**src/rtl/nibble_serial_cl_subtractor_if.sv**
```systemverilog
// Start/done handshake bundle for nibble_serial_cl_subtractor.
// OVF is only present when SUB_OVF_EN is defined.
interface nibble_serial_cl_subtractor_if #(
  parameter int WIDTH = 16
);
  logic             start;
  logic [WIDTH-1:0] A;
  logic [WIDTH-1:0] B;
  logic             BIN;
  logic             busy;
  logic             done;
  logic [WIDTH-1:0] D;
  logic             BOUT;
`ifdef SUB_OVF_EN
  logic             OVF;

  modport master (output start, A, B, BIN, input busy, done, D, BOUT, OVF);
  modport slave  (input start, A, B, BIN, output busy, done, D, BOUT, OVF);
`else
  modport master (output start, A, B, BIN, input busy, done, D, BOUT);
  modport slave  (input start, A, B, BIN, output busy, done, D, BOUT);
`endif
endinterface

```
**src/rtl/nibble_serial_cl_subtractor.sv**
```systemverilog
// Multi-cycle D = A - B - BIN, one 4-bit borrow-lookahead nibble per clock, LSB first.
// Define SUB_OVF_EN to add the signed-overflow output OVF.
module nibble_serial_cl_subtractor #(
  parameter int WIDTH = 16
) (
  input logic                           clk,
  input logic                           rst,
  nibble_serial_cl_subtractor_if.slave  bus
);

  localparam int NIB = WIDTH / 4;
  localparam int CW  = (NIB > 1) ? $clog2(NIB) : 1;
  localparam logic [CW-1:0] LAST_K = CW'(NIB - 1);

  typedef enum logic [1:0] {
    ST_IDLE = 2'd0,
    ST_RUN  = 2'd1,
    ST_DONE = 2'd2
  } state_t;

  // Returns {borrow_out, diff[3:0]}; borrows are fully expanded so no bit ripples.
  function automatic logic [4:0] cla_sub4(input logic [3:0] a, input logic [3:0] b,
                                          input logic bin);
    logic [3:0] g;
    logic [3:0] p;
    logic       b1;
    logic       b2;
    logic       b3;
    logic       bo;
    g  = ~a & b;
    p  = ~a | b;
    b1 = g[0] | (p[0] & bin);
    b2 = g[1] | (p[1] & g[0]) | (p[1] & p[0] & bin);
    b3 = g[2] | (p[2] & g[1]) | (p[2] & p[1] & g[0]) | (p[2] & p[1] & p[0] & bin);
    bo = g[3] | (p[3] & g[2]) | (p[3] & p[2] & g[1]) | (p[3] & p[2] & p[1] & g[0])
       | (p[3] & p[2] & p[1] & p[0] & bin);
    return {bo, a ^ b ^ {b3, b2, b1, bin}};
  endfunction

  state_t           state_r;
  logic [WIDTH-1:0] a_r;
  logic [WIDTH-1:0] b_r;
  logic             br_r;
  logic [CW-1:0]    k_r;
  logic             busy_r;
  logic             done_r;
  logic [WIDTH-1:0] d_r;
  logic             bout_r;
  logic [3:0]       a_nib_s;
  logic [3:0]       b_nib_s;
  logic [4:0]       nib_s;
  logic             last_s;
`ifdef SUB_OVF_EN
  logic             ovf_r;
`endif

  // Selects the current operand nibbles and evaluates the lookahead slice.
  always_comb begin
    a_nib_s = a_r[{k_r, 2'b00} +: 4];
    b_nib_s = b_r[{k_r, 2'b00} +: 4];
    nib_s   = cla_sub4(a_nib_s, b_nib_s, br_r);
    last_s  = (k_r == LAST_K);
  end

  // Control FSM with registered handshake and result outputs.
  always_ff @(posedge clk) begin
    if (rst) begin
      state_r <= ST_IDLE;
      a_r     <= '0;
      b_r     <= '0;
      br_r    <= 1'b0;
      k_r     <= '0;
      busy_r  <= 1'b0;
      done_r  <= 1'b0;
      d_r     <= '0;
      bout_r  <= 1'b0;
`ifdef SUB_OVF_EN
      ovf_r   <= 1'b0;
`endif
    end else begin
      case (state_r)
        ST_IDLE: begin
          done_r <= 1'b0;
          if (bus.start) begin
            a_r     <= bus.A;
            b_r     <= bus.B;
            br_r    <= bus.BIN;
            k_r     <= '0;
            busy_r  <= 1'b1;
            state_r <= ST_RUN;
          end else begin
            busy_r  <= 1'b0;
          end
        end
        ST_RUN: begin
          d_r[{k_r, 2'b00} +: 4] <= nib_s[3:0];
          br_r <= nib_s[4];
          k_r  <= k_r + CW'(1);
          if (last_s) begin
            bout_r  <= nib_s[4];
`ifdef SUB_OVF_EN
            // Signs of A and B differ and the result sign differs from A.
            ovf_r   <= (a_r[WIDTH-1] ^ b_r[WIDTH-1]) & (a_r[WIDTH-1] ^ nib_s[3]);
`endif
            done_r  <= 1'b1;
            state_r <= ST_DONE;
          end else begin
            done_r  <= 1'b0;
          end
        end
        ST_DONE: begin
          done_r  <= 1'b0;
          busy_r  <= 1'b0;
          state_r <= ST_IDLE;
        end
        default: begin
          done_r  <= 1'b0;
          busy_r  <= 1'b0;
          state_r <= ST_IDLE;
        end
      endcase
    end
  end

  assign bus.busy = busy_r;
  assign bus.done = done_r;
  assign bus.D    = d_r;
  assign bus.BOUT = bout_r;
`ifdef SUB_OVF_EN
  assign bus.OVF  = ovf_r;
`endif

endmodule

```
**src/flat_wrapper.sv**
```systemverilog
// flat-port wrapper written by rule: the top's interface ports become plain ports
module nibble_serial_cl_subtractor_flat 
#(
  parameter int WIDTH = 16
)
  (clk, rst, bus_start, bus_A, bus_B, bus_BIN, bus_busy, bus_done, bus_D, bus_BOUT);
  nibble_serial_cl_subtractor_if #(.WIDTH(WIDTH)) bus_i ();
  input logic clk;
  input logic rst;
  input wire logic [$bits(bus_i.start)-1:0] bus_start;
  input wire logic [$bits(bus_i.A)-1:0] bus_A;
  input wire logic [$bits(bus_i.B)-1:0] bus_B;
  input wire logic [$bits(bus_i.BIN)-1:0] bus_BIN;
  output wire logic [$bits(bus_i.busy)-1:0] bus_busy;
  output wire logic [$bits(bus_i.done)-1:0] bus_done;
  output wire logic [$bits(bus_i.D)-1:0] bus_D;
  output wire logic [$bits(bus_i.BOUT)-1:0] bus_BOUT;
  assign bus_i.start = bus_start;
  assign bus_i.A = bus_A;
  assign bus_i.B = bus_B;
  assign bus_i.BIN = bus_BIN;
  assign bus_busy = bus_i.busy;
  assign bus_done = bus_i.done;
  assign bus_D = bus_i.D;
  assign bus_BOUT = bus_i.BOUT;
  nibble_serial_cl_subtractor #(.WIDTH(WIDTH)) u_core (.clk(clk), .rst(rst), .bus(bus_i));
endmodule
```
**config.mk**
```make
export PLATFORM = sky130hd
export DESIGN_NAME = nibble_serial_cl_subtractor_flat
export DESIGN_NICKNAME = d
export VERILOG_FILES = /design/src/rtl/nibble_serial_cl_subtractor_if.sv /design/src/rtl/nibble_serial_cl_subtractor.sv /design/src/flat_wrapper.sv
export SDC_FILE = /design/constraint.sdc
export NUM_CORES = 1
export LEC_CHECK = 0
export CAP_MARGIN = 20
export CORE_MARGIN = 4
export CORE_UTILIZATION = 45
export CTS_CLUSTER_DIAMETER = 100
export CTS_CLUSTER_SIZE = 30
export DETAILED_ROUTE_END_ITERATION = 16
export DONT_BUFFER_PORTS = 1
export SKIP_LAST_GASP = 1
export SYNTH_ARGS = -nofsm -noshare
export SYNTH_HDL_FRONTEND = slang
export SYNTH_SLANG_ARGS = --single-unit
```
**constraint.sdc**
```tcl
create_clock -name clk -period 4.9 [get_ports clk]
set_input_delay 0.98 -clock clk [delete_from_list [all_inputs] [get_ports clk]]
set_output_delay 0.98 -clock clk [all_outputs]
set_load 0.01 [all_outputs]
```
Word-level counts from Yosys, hierarchy flattened
Index checks and enable logic that the tools add are counted.
Widths: inputs -> output; s select.
{"block": "op_classes", "add_sub_neg": 2, "eq_ne": 4, "shift": 4, "muxes": 11, "n_bitwise": 32, "n_reduce_logical": 7}
{"operator": "$shiftx 16x5->4", "n": 2}
{"operator": "$and 1x1->1", "n": 16}
{"operator": "$bwmux 16", "n": 1}
{"operator": "$shift 4x6->16 const A", "n": 1}
{"operator": "$shiftx 4x6->16", "n": 1}
{"operator": "$or 1x1->1", "n": 10}
{"operator": "$pmux 2 s2", "n": 2}
{"operator": "$reduce_and 2->1", "n": 4}
{"operator": "$xor 4x4->4", "n": 2}
{"operator": "$mux 2", "n": 3}
{"operator": "$neg 4->6", "n": 1}
{"operator": "$and 4x4->4", "n": 1}
{"operator": "$not 4->4", "n": 1}
{"operator": "$or 4x4->4", "n": 1}
{"operator": "$pmux 1 s2", "n": 2}
{"operator": "$mux 1", "n": 3}
{"operator": "$add 2x1->2 const B", "n": 1}
{"operator": "$eq 2x1->1 const B", "n": 1}
{"operator": "$eq 2x2->1 const B", "n": 1}
{"operator": "$logic_not 2->1", "n": 1}
{"operator": "$ne 2x1->1 const B", "n": 1}
{"operator": "$ne 2x2->1 const B", "n": 1}
{"operator": "$reduce_bool 2->1", "n": 1}
{"operator": "$reduce_or 2->1", "n": 1}
{"operator": "$not 1->1", "n": 1}
{"block": "totals", "ff_bits": 56, "input_bits": 36, "out_inout_bits": 19, "elab_cells": 69}

Depth between registers and ports, before layout
Gate-level depths: netlist of run 1.
{"block": "logic_depth", "depth_word": 10, "depth_mapped": 9, "ltp_nobuf": 8}

Least setup slack after synthesis of run 1
No wires, ideal clock.
{"block": "synth_path", "path_kind": "register to register", "startpoint": "register u_core.k_r[0]", "endpoint": "register u_core.d_r[5], in the netlist u_core.bus.D[5]", "setup_ps": 71, "t_arrival_ps": 2159, "required_time_ps": 4829, "slack_ps": 2670, "stages_incl_launch_ff": 7, "path_buffers": 1, "period_less_slack_ps": 2230, "path_cell_list": "dfxtp_1 -> buf_4 -> mux4_2 -> fa_1 -> xnor2_1 -> nand4_1 -> a21oi_1"}
{"block": "synth_between", "elab_chain_len": 10, "word_cells_on_any_way": 26, "classes_between": "add/sub (1); shift (4); mux (1); bitwise (20)"}
{"element": "start, declared", "line_no": "nibble_serial_cl_subtractor.sv:44", "text": "logic [CW-1:0] k_r;"}
{"element": "start signal, assigned", "line_no": "nibble_serial_cl_subtractor.sv:98", "text": "k_r <= k_r + CW'(1);"}
{"element": "$shiftx 16x5->4", "line_no": "nibble_serial_cl_subtractor.sv:59", "text": "a_nib_s = a_r[{k_r, 2'b00} +: 4];"}
{"element": "$not 4->4", "line_no": "nibble_serial_cl_subtractor.sv:30, nibble_serial_cl_subtractor.sv:31"}
{"element": "$or 4x4->4 / $and 4x4->4 (equally long branches)", "line_no": "nibble_serial_cl_subtractor.sv:31, nibble_serial_cl_subtractor.sv:30"}
{"element": "$and 1x1->1", "line_no": "nibble_serial_cl_subtractor.sv:34", "text": "b3 = g[2] | (p[2] & g[1]) | (p[2] & p[1] & g[0]) | (p[2] & p[1] & p[0] & bin);"}
{"element": "$or 1x1->1 / $and 1x1->1 (equally long branches) (2 in series)", "line_no": "nibble_serial_cl_subtractor.sv:34"}
{"element": "$or 1x1->1", "line_no": "nibble_serial_cl_subtractor.sv:34"}
{"element": "$xor 4x4->4", "line_no": "nibble_serial_cl_subtractor.sv:37", "text": "return {bo, a ^ b ^ {b3, b2, b1, bin}};"}
{"element": "$shiftx 4x6->16", "line_no": "nibble_serial_cl_subtractor.sv:96", "text": "d_r[{k_r, 2'b00} +: 4] <= nib_s[3:0];"}
{"element": "$bwmux 16 *", "line_no": "nibble_serial_cl_subtractor.sv:96"}
{"element": "end signal, assigned by index", "line_no": "nibble_serial_cl_subtractor.sv:96"}
{"element": "end, declared", "line_no": "nibble_serial_cl_subtractor.sv:47", "text": "logic [WIDTH-1:0] d_r;"}
Every way passes the cells marked *; elsewhere a longest branch is shown, timed or not.
A chain may end at the register's enable or synchronous reset.

Worst setup path in the final report of run 1
Same ends and word-level chain as after synthesis.

==> metrics.txt, run 1 <==
status=completed; Net Sw Frac=26.84%; detailed placer's ending HPWL=3704 um; number of I/O port buffers=0; post-route cell area=2701 um2; Top Layer Used=met4; Crit Reg-Reg Startpoint=u_core.k_r[0]; Power Internal=0.6468 mW; total number of vias=1882; FF-to-FF End=u_core.bus.D[5]; global route total overflow=0; FF/Latch Area=1121 um2; Top Ports=55; Placed Cells=348; post-route met1 wirelength=2463 um; dpl cell area=2581 um2; CTS sink cnt=56; worst path arrival time=2.95 ns; crit path capture=u_core.bus.D[5]; worst slack at placement=2.164 ns; Required @ worst endpoint=5.14 ns; worst reg-to-reg path cell count=5; Mapped Area=2546 um2; Iter 0 DRT Violations=112; Final Cycle Share=55.24%; Placer Congestion=0.8225; clock power share=29.0%; Num CTS Buffers=5; worst skew pair latency=0.31 ns; Post-CTS Setup Bufs=0; DRT Pass-1 Iters=4; Cells after Synth=291; critical path type=reg2reg; GRT Total Usage=15.82%; commonest non-fill, non-tap cell in the layout=nand2_1; commonest cells after routing, fill and taps aside=75 x nand2_1, 56 x dfxtp_1, 43 x a21oi_1; core area=5507 um2; RSZ-0062 raised after global routing=false; Post-Syn Area per Cell=8.750 um2; FF+latch count, synth=56; row count=27; fin worst setup slack=2.193 ns; Fillers=541; LEAKAGE=0.9863 nW; CTS root buffer=clkbuf_8; Synth area leaders=dfxtp_1 44%, nand2_1 11%, a21oi_1 8.5%; largest net degree at the start of global routing=66; critical-path maximum fanout=14; Final nets=336; Synth top area share=44.03%; global-route wire length before repair=8990 um; Peak Freq=0.3694 GHz; startpoint types=flip-flop; DR WL met2=2299 um; Max-cap violations=0; Clock transition at path regs=0.09 ns; R2R setup slack=2.19 ns; H-tree level count=2; antenna violations before repair=0; area of the multi-input gates=1310 um2; clock skew=0.005493 ns; Max IR drop VDD=0.0001246 V; drt via density=5.272; cts hold-fix bufs=0; vias in the first global route=1864; final std cells w/o fill=357; Flop pwr share=56.2%; area delta synth->final=6.093%; overall routed net length=5170 um; Die ar.=6926 um2; Psw=0.2373 mW; CTS resizes=0; final setup fails=0; Synthesis Warnings=0; Distinct cells, synth=34; Slew Viols, Final=0; CTS tree=yes; total chip power=0.8841 mW; EDFF count, synth=0; metal3 WL=335 um; crit end category=flip-flop; Fin. Hold Viols=0; CP Launch Point=u_core.k_r[0]; Synth async-reset ratio=0%; DRC Markers=0; die width=83.22 um; combinational share of power=14.8%; clock tree buffer depth=2; Syn Nets=343; Worst Hold Depth=2; Hold WC Path Type=reg2reg; number of diodes=0; die height=83.22 um; Primary FF master, synth=dfxtp_1; layout cells sized above 1=9.474%; fin crit period=2.707 ns; Worst-Margin Slew=0.7791 ns; Initial Util=46.24%; max_slew headroom=47.99%; PD cells=327.3 nW/um2; WL/cell=14.48 um; number of nets with antenna violations after routing=0; post-synth top area cell=dfxtp_1; sequential-to-total area share from yosys stat=44.03%; Setup TNS Final=0 ns
-- state kept, by name (all words and copies together), names as in the netlist --
signal / count
u_core.bus.BOUT: 1
u_core.bus.done: 1
u_core.a_r: 16
u_core.k_r: 2
u_core.br_r: 1
u_core.bus.D: 16
u_core.b_r: 16
u_core.state_r: 2
u_core.bus.busy: 1
-- critical path: stages (launching register included) --
cell and delay, ns:
dfxtp_1 0.84, mux4_2 0.64, fa_1 0.40, xnor2_1 0.46
nand4_1 0.16, a21oi_1 0.15
-- per-stage QoR --
stage / hold slack (ns) / util (%)
after floorplan: 0.4331 / -
after global placement: 0.4335 / 46.88
after detailed placement: 0.4409 / 46.88
after CTS: 0.4547 / 48.56
after global routing: 0.4738 / 49.06
final: 0.4517 / 49.06
-- routing by layer --
layer	vias up	track usage, %
met5	-	0
met4	0	4.903
met3	5	5.853
met2	43	24.34
met1	869	20.62
li1	965	-
-- cell families after synthesis --
group,after synthesis,synth area share (%)
AO/OA/AOI/OAI,61,13.96
XOR/XNOR,3,1.032
multiplexers,8,7.076
adder cells (fa/ha/maj),16,8.157
flip-flops,56,44.03
AND/OR/NAND/NOR,117,20.98
buffers and inverters,30,4.767
-- worst min path at each step --
| stage | endpoint | slack [ns] | startpoint |
|---|---|---|---|
| 2_1_floorplan | u_core.a_r[10] | 0.43 | u_core.a_r[10] |
| 3_3_place_gp | u_core.b_r[1] | 0.43 | u_core.b_r[1] |
| 3_5_place_dp | u_core.b_r[12] | 0.44 | u_core.b_r[12] |
| 4_1_cts | u_core.b_r[12] | 0.45 | u_core.b_r[12] |
| 5_1_grt | u_core.b_r[8] | 0.47 | u_core.b_r[8] |
| 6_report | u_core.a_r[6] | 0.45 | u_core.a_r[6] |
-- cells in the mapped netlist, types with 2 or more instances --
library cell	number
nand3b_1	9
o31ai_1	10
clkbuf_1	11
inv_1	13
nand3_1	2
nand4_1	2
ha_1	15
xnor2_1	2
dfxtp_1	56
a21oi_1	43
a2bb2oi_1	2
nand2b_1	2
nand2_1	75
buf_2	4
nor2_1	18
mux4_2	8
nor3_1	2
-- power by group through the flow --
| stage | clock network (mW) | logic, mW | registers, mW |
|---|---|---|---|
| finish | 0.256 | 0.131 | 0.497 |
| global route | 0.288 | 0.152 | 0.501 |
| CTS | 0.269 | 0.128 | 0.498 |
| detailed placement | 0 | 0.128 | 0.509 |
| global placement | 0 | 0.125 | 0.508 |
| floorplan | 0 | 0.114 | 0.499 |
-- final cells by class --
cell class | instances | area share (%)
clock buffers | 6 | 3.057
clock inverters | 2 | 0.3705
inverters | 14 | 1.945
multi-input cells | 205 | 48.49
flip-flops and latches | 56 | 41.50
well taps | 72 | 3.335
repair buffers | 2 | 1.297
No activity file was read; power rests on OpenSTA's default activity.
==> run 2, diff against run 1 <==
Clock period 4.9 ns to 2.74 ns, I/O delays scaled along.
==> metrics.txt, run 2 (synthesis results as in run 1) <==
clock skew=0.01090 ns (+0.005402 ns); drt via density=5.285 (+0.26%); CTS tree=yes; RSZ-0062 raised after global routing=false; PD cells=591.8 nW/um2 (+81%); commonest non-fill, non-tap cell in the layout=nand2_1; detailed placer's ending HPWL=3910 um (+5.6%); global route total overflow=0 (unchanged); row count=27 (unchanged); critical path type=reg2reg; commonest cells after routing, fill and taps aside=75 x nand2_1, 56 x dfxtp_1, 43 x a21oi_1; layout cells sized above 1=10.03% (+0.56 points); crit end category=flip-flop; largest net degree at the start of global routing=66 (unchanged); CTS sink cnt=56 (unchanged); Iter 0 DRT Violations=103 (-8.0%); CTS root buffer=clkbuf_8; Largest stage delay, worst path=0.72 ns (-0.12 ns); area delta synth->final=6.388%; number of diodes=0 (unchanged); DRT Pass-1 Iters=4 (unchanged); H-tree level count=2 (unchanged); Final nets=340 (+1.2%); Setup TNS Final=0 ns (unchanged); antenna violations before repair=0 (unchanged); critical-path maximum fanout=10 (-4); WL/cell=14.99 um (+3.5%); Top cell by count, worst path=inv_1; startpoint types=flip-flop; Clock transition at path regs=0.10 ns (about the same); max_slew headroom=53.57% (+5.6 points); core area=5507 um2 (unchanged); Die ar.=6926 um2 (unchanged); Fin. Hold Viols=0 (unchanged); overall routed net length=5412 um (+4.7%); vias in the first global route=1829 (-1.9%); Slew Viols, Final=0 (unchanged); worst skew pair latency=0.31 ns (about the same); final std cells w/o fill=361 (+1.1%); final core utilization=49.19% (+0.14 points); LEAKAGE=0.9928 nW (+0.66%); Top Ports=55 (unchanged); Hold WS=0.2902 ns (-0.1615 ns); Final Cycle Share=91.04% (+36 points); Post-CTS Setup Bufs=0 (unchanged); total chip power=1.603 mW (+81%); fin crit period=2.495 ns (-0.2122 ns); Cell Chain, Critical Path=mux4_2 > inv_1 > ha_1 > inv_1 > a21oi_1 > o21ba_2 > xnor2_1 > buf_4 > o31ai_1; GRT Total Usage=16.02% (+0.20 points); Placer Congestion=0.8289 (+0.78%); total number of vias=1908 (+1.4%); CTS resizes=0 (unchanged); cts hold-fix bufs=0 (unchanged); Hold WC Path Type=in2reg; die height=83.22 um (unchanged); clock tree buffer depth=2 (unchanged); Max IR drop VDD=0.0002724 V (+120%); DRC Markers=0 (unchanged); final setup fails=0 (unchanged); die width=83.22 um (unchanged); Peak Freq=0.4009 GHz (+8.5%); Fillers=526 (-2.8%); worst path arrival time=2.73 ns (-0.22 ns); Worst-Margin Slew=0.6957 ns (-0.08337 ns); number of I/O port buffers=0 (unchanged); global-route wire length before repair=9087 um (+1.1%); Initial Util=46.24% (unchanged); number of nets with antenna violations after routing=0 (unchanged); Required @ worst endpoint=2.97 ns (-2.17 ns); Num CTS Buffers=5 (unchanged); Max-cap violations=0 (unchanged); Placed Cells=353 (+1.4%); status=completed; Critical Path Slowest Stage Cell=dfxtp_1
-- run 2: changes by cell type in the layout (fill, tap and decap cells not counted) --
| cell | before | now |
|---|---|---|
| buf_4 | 1 | 6 |
| buf_16 | 1 | 0 |
| clkinv_2 | 2 | 0 |
| clkbuf_1 | 0 | 2 |
-- run 2: metrics by stage --
stage | area [um2] | setup WS (ns)
finish | 2709 | 0.2454
global route | 2709 | 0.009158
CTS | 2709 | 0.2024
detailed placement | 2619 | 0.2247
global placement | 2619 | 0.3033
floorplan | 2546 | 0.5097
-- run 2: routing by layer --
| layer | GRT usage (%) | up-vias | part of all wire, % |
|---|---|---|---|
| li1 | - | 971 | - |
| met1 | 19.93 | 882 | 45 |
| met2 | 26.31 | 50 | 47 |
| met3 | 4.960 | 5 | 6.7 |
| met4 | 5.349 | 0 | 1.4 |
| met5 | 0 | - | 0 |
-- run 2: worst paths after layout --
| path | startpoint | to | slack, ns | cells past startpoint |
|---|---|---|---|---|
| min | rst | u_core.bus.D[9] | 0.29 | 1 |
| max | u_core.k_r[0] | u_core.bus.D[2] | 0.25 | 9 |
| min reg2reg | u_core.b_r[2] | u_core.b_r[2] | 0.45 | 2 |
| max reg2reg | u_core.k_r[0] | u_core.bus.D[2] | 0.25 | 9 |
-- run 2: where the power goes --
group          switching [mW]  internal, mW  leakage, nW
sequential             0.0351         0.853        0.457
combinational           0.138         0.111        0.490
clock                   0.258         0.207       0.0455
total                   0.431          1.17        0.993
-- run 2: final cells by class --
| class | count | area (um2) | area share (%) |
|---|---|---|---|
| Multi-Input combinational cell | 205 | 1310 | 48.36 |
| Timing Repair Buffer | 6 | 45.04 | 1.663 |
| Sequential cell | 56 | 1121 | 41.39 |
| Tap cell | 72 | 90.09 | 3.326 |
| Inverter | 14 | 52.55 | 1.940 |
| Clock buffer | 8 | 90.09 | 3.326 |
-- run 2: critical path: cells and delay by family (launching register included) --
family	cells	cell delay (ns)
adder cells (fa/ha/maj)	1	0.13
AO/OA/AOI/OAI	3	0.57
buffers and inverters	3	0.28
multiplexers	1	0.64
flip-flops	1	0.72
XOR/XNOR	1	0.07
